===== src/rtl/popcount_pkg.sv =====
// Shared constants and width helpers for the popcount block and its leaf counter.
`timescale 1ns/1ps
package popcount_pkg;

   localparam int LEAF_WIDTH = 4;

   function automatic int clog2(input int value);
      int r;
      r = 0;
      while ((1 << r) < value) r++;
      return r;
   endfunction

   // Bits needed to hold a count ranging 0..in_width inclusive.
   function automatic int count_width(input int in_width);
      return clog2(in_width + 1);
   endfunction

endpackage


===== src/rtl/popcount_leaf.sv =====
// Counts the set bits of one 4-bit nibble; first level of the popcount adder tree.
`timescale 1ns/1ps
module popcount_leaf
   import popcount_pkg::*;
(
   input  logic [LEAF_WIDTH-1:0] bits_in,
   output logic [2:0]            count
);

   always_comb begin
      count = 3'd0;
      case (bits_in)
         4'h0:                                 count = 3'd0;
         4'h1, 4'h2, 4'h4, 4'h8:               count = 3'd1;
         4'h3, 4'h5, 4'h6, 4'h9, 4'hA, 4'hC:   count = 3'd2;
         4'h7, 4'hB, 4'hD, 4'hE:               count = 3'd3;
         4'hF:                                 count = 3'd4;
         default:                              count = 3'd0;
      endcase
   end

endmodule


===== src/rtl/popcount.sv =====
// Population count: combinational io_out from a nibble-leaf adder tree, plus a
// registered copy io_out_q for consumers that need a flop boundary.
`timescale 1ns/1ps
module popcount
   import popcount_pkg::*;
#(
   parameter int DATA_IN_WIDTH  = 16,
   parameter int DATA_OUT_WIDTH = 5
)(
   input  logic                      clock,
   input  logic                      reset,
   input  logic [DATA_IN_WIDTH-1:0]  io_in,
   output logic [DATA_OUT_WIDTH-1:0] io_out,
   output logic [DATA_OUT_WIDTH-1:0] io_out_q
);

   localparam int N_LEAF = (DATA_IN_WIDTH + LEAF_WIDTH - 1) / LEAF_WIDTH;
   localparam int LEVELS = clog2(N_LEAF);
   localparam int N_SLOT = 1 << LEVELS;
   localparam int PAD_W  = N_LEAF * LEAF_WIDTH;

   if (DATA_IN_WIDTH < 1 || DATA_IN_WIDTH > 64) begin : g_bad_in_width
      $error("popcount: DATA_IN_WIDTH must lie in 1..64");
   end
   if (DATA_OUT_WIDTH < count_width(DATA_IN_WIDTH)) begin : g_bad_out_width
      $error("popcount: DATA_OUT_WIDTH too narrow for DATA_IN_WIDTH");
   end

   // Zero padding keeps the last partial nibble free of X and adds nothing to the count.
   logic [PAD_W-1:0] padded;
   assign padded = PAD_W'(io_in);

   // Level lv holds N_SLOT>>lv partial sums, each 3+lv bits wide; empty slots are zero.
   genvar lv, j;
   for (lv = 0; lv <= LEVELS; lv++) begin : g_lvl
      localparam int NODES = N_SLOT >> lv;
      logic [2+lv:0] sum [NODES];
      for (j = 0; j < NODES; j++) begin : g_node
         if (lv == 0) begin : g_leaf
            if (j < N_LEAF) begin : g_used
               popcount_leaf u_leaf (
                  .bits_in (padded[j*LEAF_WIDTH +: LEAF_WIDTH]),
                  .count   (sum[j])
               );
            end else begin : g_empty
               assign sum[j] = '0;
            end
         end else begin : g_add
            assign sum[j] = {1'b0, g_lvl[lv-1].sum[2*j]} + {1'b0, g_lvl[lv-1].sum[2*j+1]};
         end
      end
   end

   assign io_out = DATA_OUT_WIDTH'(g_lvl[LEVELS].sum[0]);

   logic [DATA_OUT_WIDTH-1:0] io_out_d;

   always_comb begin
      io_out_d = io_out;
   end

   always_ff @(posedge clock or negedge reset) begin
      if (!reset) io_out_q <= '0;
      else        io_out_q <= io_out_d;
   end

endmodule


===== config.mk =====
export PLATFORM = sky130hd
export DESIGN_NAME = popcount
export DESIGN_NICKNAME = d
export VERILOG_FILES = /design/src/rtl/popcount_pkg.sv /design/src/rtl/popcount_leaf.sv /design/src/rtl/popcount.sv
export SDC_FILE = /design/constraint.sdc
export NUM_CORES = 1
export LEC_CHECK = 0
export ABC_AREA = 1
export CORE_MARGIN = 1.5
export CORE_UTILIZATION = 45
export DETAILED_ROUTE_END_ITERATION = 10
export PLACE_DENSITY = 0.78
export SYNTH_ARGS = -nofsm -noshare
export SYNTH_HDL_FRONTEND = slang
export SYNTH_SLANG_ARGS = --single-unit

===== constraint.sdc =====
create_clock -name clock -period 7.9 [get_ports clock]
set_input_delay 0.79 -clock clock [delete_from_list [all_inputs] [get_ports clock]]
set_output_delay 0.79 -clock clock [all_outputs]
set_load 0.03 [all_outputs]

==> flow_results.org, run 1 <==
** Outcome
- Result of the run :: complete, no violations

** Critical path
- Data on the critical path is required at its endpoint by 7110 ps.
- By instance count, the cell type seen most on the critical path is sky130_fd_sc_hd__inv_1.
- At the worst endpoint, the arrival time is 4300 ps.
- Traced cell by cell, the critical path runs through clkdlybuf4s50_1 > inv_1 > ha_1 > inv_1 > nand2_1 > nand3_1 > nand2_1 > fa_1 > inv_1 > fa_1 > ha_1 > inv_1 > fa_1 > inv_1 > clkdlybuf4s50_1.
- STA classifies the critical path startpoint as a primary input.
- For this design, the slowest cell found on the critical path is sky130_fd_sc_hd__clkdlybuf4s50_1.
- Total buffers and inverters traversed by the critical path :: 7
- CP Class :: in -> out
- The largest single stage delay on the critical path is 660 ps.
- In this run the worst path has a maximum fanout of 3.
- Delay-heaviest family, CP :: adder cells
- Worst setup EP type :: output port

** Clock tree
- Clock edge transition at the registers on the reported setup and hold paths :: 40 ps
- CTS saw 5 sinks.
- Num CTS Buffers :: 3
- Buffers added to address setup during post-CTS repair amount to 0.
- The longest clock path from root to sink contains 2 buffers.
- CTS Hold Bufs :: 0
- Post-cts sizing count :: 0
- CTS built an H-tree with a depth of 1.
- Clock tree from TritonCTS :: built
- The tree is rooted in a sky130_fd_sc_hd__clkbuf_4.

** Cells and area
- Biggest regs :: io_out_q (5)
- Biggest register :: io_out_q
- Fraction of final layout cells sized beyond drive strength 1 :: 0.0331
- For this run, the post-layout net count is 192.
- 0 antenna diodes ended up in the layout.
- Summing all multi-input logic gate instances after layout gives 574 um2.
- From synthesis to final layout, the design area changed by 39.8%.
- The register with the most flip-flops in the layout has 5 of them.
- Footprint of the flip-flops and latches :: 125 um2
- Filler Cell Count :: 153

** Global routing
- For this run, global-route usage on met1 was measured as 0.181.
- Pin count of the biggest net entering global routing :: 6
- Initial antenna violation count :: 0
- Met3 demand-to-capacity share in global routing :: 0.0119
- Remaining Overflow, GRT :: 0
- The layer flagged by global routing as most heavily used is met2.
- Wire length of the first global-routing pass :: 2570 um
- GRT met2 Usage :: 0.335
- The via count of the first global-routing pass is 700.
- For this run, the total global-route usage over all layers was measured as 0.167.

** Synthesis
- After technology mapping, the gate count stands at 120.
- Most area-consuming cells after synthesis :: sky130_fd_sc_hd__ha_1 (24%), sky130_fd_sc_hd__nand2_1 (18%), sky130_fd_sc_hd__dfrtp_1 (15%)
- Yosys warnings :: 0
- Share of the synthesized area in the top cell type :: 0.243
- Commonest register cell after synthesis :: sky130_fd_sc_hd__dfrtp_1
- Library cell occupying the most area in the post-synthesis netlist :: sky130_fd_sc_hd__ha_1
- The commonest cells after synthesis are sky130_fd_sc_hd__nand2_1 (40), sky130_fd_sc_hd__inv_1 (32), sky130_fd_sc_hd__ha_1 (16).
- Sequential area share after synthesis :: 0.152
- Summing every instance area after synthesis gives 823 um2.
- Number of enable-type register cells in the synthesized netlist :: 0
- Counting every net in the synthesized netlist gives 160.
- A synthesized cell averages 6.86 um2.
- Number of synthesized register bits :: 5
- Most numerous cell in the Yosys netlist :: sky130_fd_sc_hd__nand2_1
- The synthesized netlist contains 12 unique library cells.
- Of all flip-flops after synthesis, the portion carrying an async set or reset was 1.00.

** Min path
- Min-Delay Path Class :: in -> async

** Pwr
- Power density over the cells :: 205 nW/um2
- Maximum vdd drop :: 0.130 mV
- Summed over all cells, the static leakage comes to 0.660 nW.
- Overall power :: 236 uW

** Routing
- The final route contains 801 vias.
- Wire length reported by the detailed router :: 1500 um
- The detailed router finished its first iteration with 12 violations.
- For this run, design rule violations remaining after detail routing come to 0.
- Pre-antenna DRT Iters :: 4
- In the final routed layout, each cell accounts on average for 8.54 um.
- Using the TritonRoute via totals, the vias-per-cell ratio works out to 4.55.
- The count of nets left with antenna violations once routing finished came out at 0.

** Timing
- Fmax achieved :: 0.196 GHz
- Setup repair after global routing left no endpoint under its margin.
- The number of hold-slack violations in the final timing report is 0.
- Remaining max-slew budget at the tightest pin :: 0.790
- Number of max-slew violations in the final report :: 0
- For the finished layout, the period the worst path requires is 5090 ps.
- After layout, the worst setup slack is 2810 ps.
- Final setup TNS :: 0 ps
- Slew at the pin with the worst max-slew slack :: 315 ps
- Setup Viol. Count Final :: 0
- Of the available clock period, the critical path in the final layout requires 0.644.

** Die
- In this run the standard cell core region covers 1730 um2.
- In this run the horizontal extent of the chip is 45.8 um.
- Num ports :: 28
- The initial utilization of the core area, before any placement, comes to 0.477.
- Cell Rows :: 15
- The die covers 2100 um2.
- Height of the die :: 45.8 um

** Placement
- The congestion estimate from routability-driven global placement came to 0.716.
- Number of buffers inserted by port buffering :: 27
- DP Wirelength :: 1360 um
- Timing analysis after detailed placement gives a worst setup slack of 2800 ps.

** Run
- Number of maximum-capacitance constraint violations :: 0
## worst max-delay path by stage
| stage | start | endpoint | cells past startpoint |
|---|---|---|---|
| final | io_in[0] | io_out[2] | 15 |
| after floorplan | io_in[0] | io_out[3] | 11 |
| after CTS | io_in[0] | io_out[2] | 16 |
| after global placement | io_in[0] | io_out[2] | 15 |
| after global routing | io_in[0] | io_out[3] | 13 |
| after detailed placement | io_in[0] | io_out[3] | 13 |
## metal layers
metal | share of wire | up-vias
met1 | 0.41 | 360
met5 | 0 | -
met2 | 0.54 | 24
met4 | 0 | 0
li1 | - | 417
met3 | 0.052 | 0
## cells by family (layout without fill, tap and decap cells)
group / count (synthesis) / count (layout) / synth area share
xor+xnor: 1 / 1 / 0.0106
flops: 5 / 5 / 0.152
fa+ha+maj: 22 / 22 / 0.389
buf+inv: 33 / 64 / 0.150
simple gates: 58 / 58 / 0.292
compound gates: 1 / 1 / 0.00607
## power breakdown
part           internal [mW]  switching, mW
Clock                 0.0191         0.0100
Combinational         0.0711         0.0966
Sequential            0.0368        0.00247
Total                  0.127          0.109
## cells in the final DEF (no fill, tap or decap)
| cell | instances |
|---|---|
| sky130_fd_sc_hd__nand2_1 | 40 |
| sky130_fd_sc_hd__inv_1 | 32 |
| sky130_fd_sc_hd__clkdlybuf4s50_1 | 27 |
| sky130_fd_sc_hd__ha_1 | 16 |
| sky130_fd_sc_hd__nand3_1 | 14 |
| sky130_fd_sc_hd__fa_1 | 6 |
| sky130_fd_sc_hd__dfrtp_1 | 5 |
| sky130_fd_sc_hd__clkbuf_4 | 3 |
| sky130_fd_sc_hd__nor3_1 | 2 |
| sky130_fd_sc_hd__inv_2 | 1 |
| sky130_fd_sc_hd__nand2_2 | 1 |
| sky130_fd_sc_hd__nor2_1 | 1 |
| sky130_fd_sc_hd__xnor2_1 | 1 |
| sky130_fd_sc_hd__a21oi_1 | 1 |
| sky130_fd_sc_hd__clkbuf_1 | 1 |
## stage by stage
| step | utilization | hold slack [ps] | cells | cell area [um2] |
|---|---|---|---|---|
| after floorplan | - | 494 | 120 | 823 |
| after CTS | 0.667 | 772 | 176 | 1150 |
| after global placement | 0.651 | 1020 | 172 | 1120 |
| after global routing | 0.667 | 788 | 176 | 1150 |
| after detailed placement | 0.651 | 1020 | 172 | 1120 |
| final | 0.667 | 771 | 176 | 1150 |
## final cells by class
cell class                 instances  share of cell area
multi-input combinational         82               0.499
tap                               25              0.0272
timing repair buffer              27               0.235
sequential                         5               0.109
inverter                          33               0.108
clock buffer                       4              0.0228
Power figures use the tool's default switching activity.
==> run 2, diff against run 1 <==
--- a/config.mk
+++ b/config.mk
@@ -7,9 +7,9 @@
 export LEC_CHECK = 0
 export ABC_AREA = 1
 export CORE_MARGIN = 1.5
-export CORE_UTILIZATION = 45
+export CORE_UTILIZATION = 41
 export DETAILED_ROUTE_END_ITERATION = 10
-export PLACE_DENSITY = 0.78
+export PLACE_DENSITY = 0.75
 export SYNTH_ARGS = -nofsm -noshare
 export SYNTH_HDL_FRONTEND = slang
 export SYNTH_SLANG_ARGS = --single-unit
==> constraint.sdc (replaced) <==
create_clock -name clock -period 4.46 [get_ports clock]
set_input_delay 0.446 -clock clock [delete_from_list [all_inputs] [get_ports clock]]
set_output_delay 0.446 -clock clock [all_outputs]
set_load 0.03 [all_outputs]
==> flow_results.org, run 2 (same netlist as run 1, synthesis figures left out) <==
** Outcome
- The run finished with clean final reports.

** Clock tree
- The clock sink count is 5 (unchanged).
- Clock tree from TritonCTS :: built
- The clock-pin slew on the worst setup and hold paths came to 40 ps (about the same).
- The number of buffers inserted by post-CTS setup repair is 0 (unchanged).
- The total CTS buffers came to 3 (unchanged).
- CTS placed an instance of sky130_fd_sc_hd__clkbuf_4 at the clock tree root.
- H-tree depth :: 1 (unchanged)
- The buffer levels on the longest clock path is 2 (unchanged).

** Global routing
- The maximum number of pins on one net before global-route repair was 6 (unchanged).
- The via count of the first global-routing pass came to 626 (-11%).
- Remaining Overflow, GRT :: 0 (unchanged)
- Wire length of the first global-routing pass :: 2140 um (-17%)
- The number of antenna violations at the first check in global routing was 0 (unchanged).
- The total global-route track usage is 0.134 (-0.0329).

** Timing
- In the finished design, the share of the clock period the worst path needs comes to 0.902.
- The aggregate negative setup slack came to 0 ps (unchanged).
- Setup repair after global routing left no endpoint under its margin.
- The number of hold-slack violations in the final timing report was 0 (unchanged).
- Final critical-path required period :: 4020 ps
- Number of max-slew violations in the final report :: 0 (unchanged)
- Slew at the pin with the worst max-slew slack :: 325 ps (+10.4 ps)
- Setup Viol. Count Final :: 0 (unchanged)
- Remaining max-slew budget at the tightest pin :: 0.783 (-0.00661)
- Static timing analysis puts the maximum clock frequency at 0.249 GHz.

** Pwr
- Maximum vdd drop :: 0.269 mV (+110%)
- Power density over the cells :: 359 nW/um2 (+75%)
- The static leakage is 0.681 nW (+3.1%).

** Routing
- DRC marker count from the first detailed-route iteration :: 12 (unchanged)
- The average vias per placed instance came to 4.42 (-2.9%).
- The post-detailed-route count of antenna-violating nets is 0 (unchanged).
- Routed wirelength normalized by instance count :: 7.92 um (-7.3%)
- The post-route DRC violation count is 0 (unchanged).
- The via count of the routed design was 787 (-1.7%).
- Pre-antenna DRT Iters :: 4 (unchanged)
- The detailed-route wire length came to 1410 um (-6.3%).

** Critical path
- Type of origin of the critical path :: primary input
- The arrival time at the worst endpoint was 3580 ps (-720 ps).
- Maximum fanout encountered on the critical timing path :: 3 (unchanged)
- Worst setup EP type :: output port
- Worst setup path startpoint :: io_in[0]
- The critical path is of the in -> out type.
- Data required time at the worst endpoint :: 4010 ps (-3100 ps)

** Die
- The area of the die came to 2290 um2 (+9.1%).
- Cell Rows :: 16 (+1)
- Floorplan die width :: 47.8 um (+4.4%)
- The area of the core region was 1920 um2 (+11%).
- The initial cell density of the core is 0.428 (-0.0484).
- The number of placed I/O pins was 28 (unchanged).
- Height of the die :: 47.8 um (+4.4%)

** Cells and area
- Biggest regs :: io_out_q (5)
- Most common library cell in the layout ignoring fill and taps :: sky130_fd_sc_hd__nand2_1
- Most frequent cells in the layout :: sky130_fd_sc_hd__nand2_1 (40), sky130_fd_sc_hd__inv_1 (32), sky130_fd_sc_hd__clkdlybuf4s50_1 (25)
- Fraction of final layout cells sized beyond drive strength 1 :: 0.0331 (unchanged)
- Signed area change from the synthesized netlist to the final layout :: 40.7%
- Biggest register :: io_out_q
- Largest register FFs :: 5 (unchanged)
- The number of fill cells in the layout came to 192 (+25%).
- Final non-filler cell total :: 178 (+1.1%)
- The count of antenna diodes in the layout was 0 (unchanged).
- Net count, final :: 192 (unchanged)

** Run
- The count of maximum capacitance violations was 0 (unchanged).

** Min path
- The tightest min-delay check is of the in -> async type.

** Placement
- Placer congestion estimate :: 0.762 (+6.5%)
- The number of buffers added on ports is 27 (unchanged).
- The detailed-placement wirelength estimate came to 1320 um (-2.7%).
- Number of placed instances, taps included :: 174 (+1.2%)
==> run 2: how the worst max path moves through the flow <==
stage                     end  slack [ps]  cells past startpoint
floorplan           io_out[3]         990                     11
global placement    io_out[2]         110                     15
detailed placement  io_out[2]          20                     15
CTS                 io_out[2]          20                     15
global route        io_out[2]         260                     16
finish              io_out[2]         440                     16
==> run 2: worst max-delay path, cell delays in order <==
cell                              delay, ps
sky130_fd_sc_hd__clkdlybuf4s50_1        510
sky130_fd_sc_hd__inv_1                   60
sky130_fd_sc_hd__ha_1                   300
sky130_fd_sc_hd__inv_1                   40
sky130_fd_sc_hd__nand2_1                 70
sky130_fd_sc_hd__nand2_1                 50
sky130_fd_sc_hd__nand2_1                 50
sky130_fd_sc_hd__nand2_1                 80
sky130_fd_sc_hd__fa_1                   410
sky130_fd_sc_hd__inv_1                   80
sky130_fd_sc_hd__fa_1                   420
sky130_fd_sc_hd__ha_1                   220
sky130_fd_sc_hd__inv_1                   70
sky130_fd_sc_hd__fa_1                   400
sky130_fd_sc_hd__inv_1                   80
sky130_fd_sc_hd__dlymetal6s2s_1         280
==> run 2: area by class of cell <==
class | count | area [um2] | share of cell area
Multi-Input combinational cell | 82 | 574 | 0.496
Timing Repair Buffer | 27 | 275 | 0.238
Sequential cell | 5 | 125 | 0.108
Inverter | 33 | 124 | 0.107
Tap cell | 27 | 33.8 | 0.0292
Clock buffer | 4 | 26.3 | 0.0227
==> run 2: power by group <==
part	switching, mW	internal [mW]
clock network	0.0196	0.0339
logic	0.169	0.124
registers	0.00466	0.0652
total	0.193	0.223
==> run 2: timing repair <==
action                                  CTS  global route
hold buffers                              0             0
resized for setup                         0             2
endpoints found under the setup margin    0             2
==> run 2: per-stage QoR <==
step	hold slack [ps]	util	total power, mW	cell area [um2]	setup slack [ps]
floorplan	150	-	0.251	823	993
CTS	415	0.600	0.427	1150	20.4
global route	420	0.603	0.454	1160	258
detailed placement	682	0.587	0.370	1130	24.3
global placement	680	0.587	0.363	1130	106
finish	416	0.603	0.416	1160	438
==> run 2: metal layers <==
metal / vias up / wire, um / track usage / part of all wire
met4: 0 / 19 / 0.0811 / 0.013
met2: 22 / 707 / 0.261 / 0.50
met5: - / 0 / 0 / 0
met3: 2 / 79 / 0.0113 / 0.056
met1: 348 / 602 / 0.135 / 0.43
li1: 415 / - / - / -
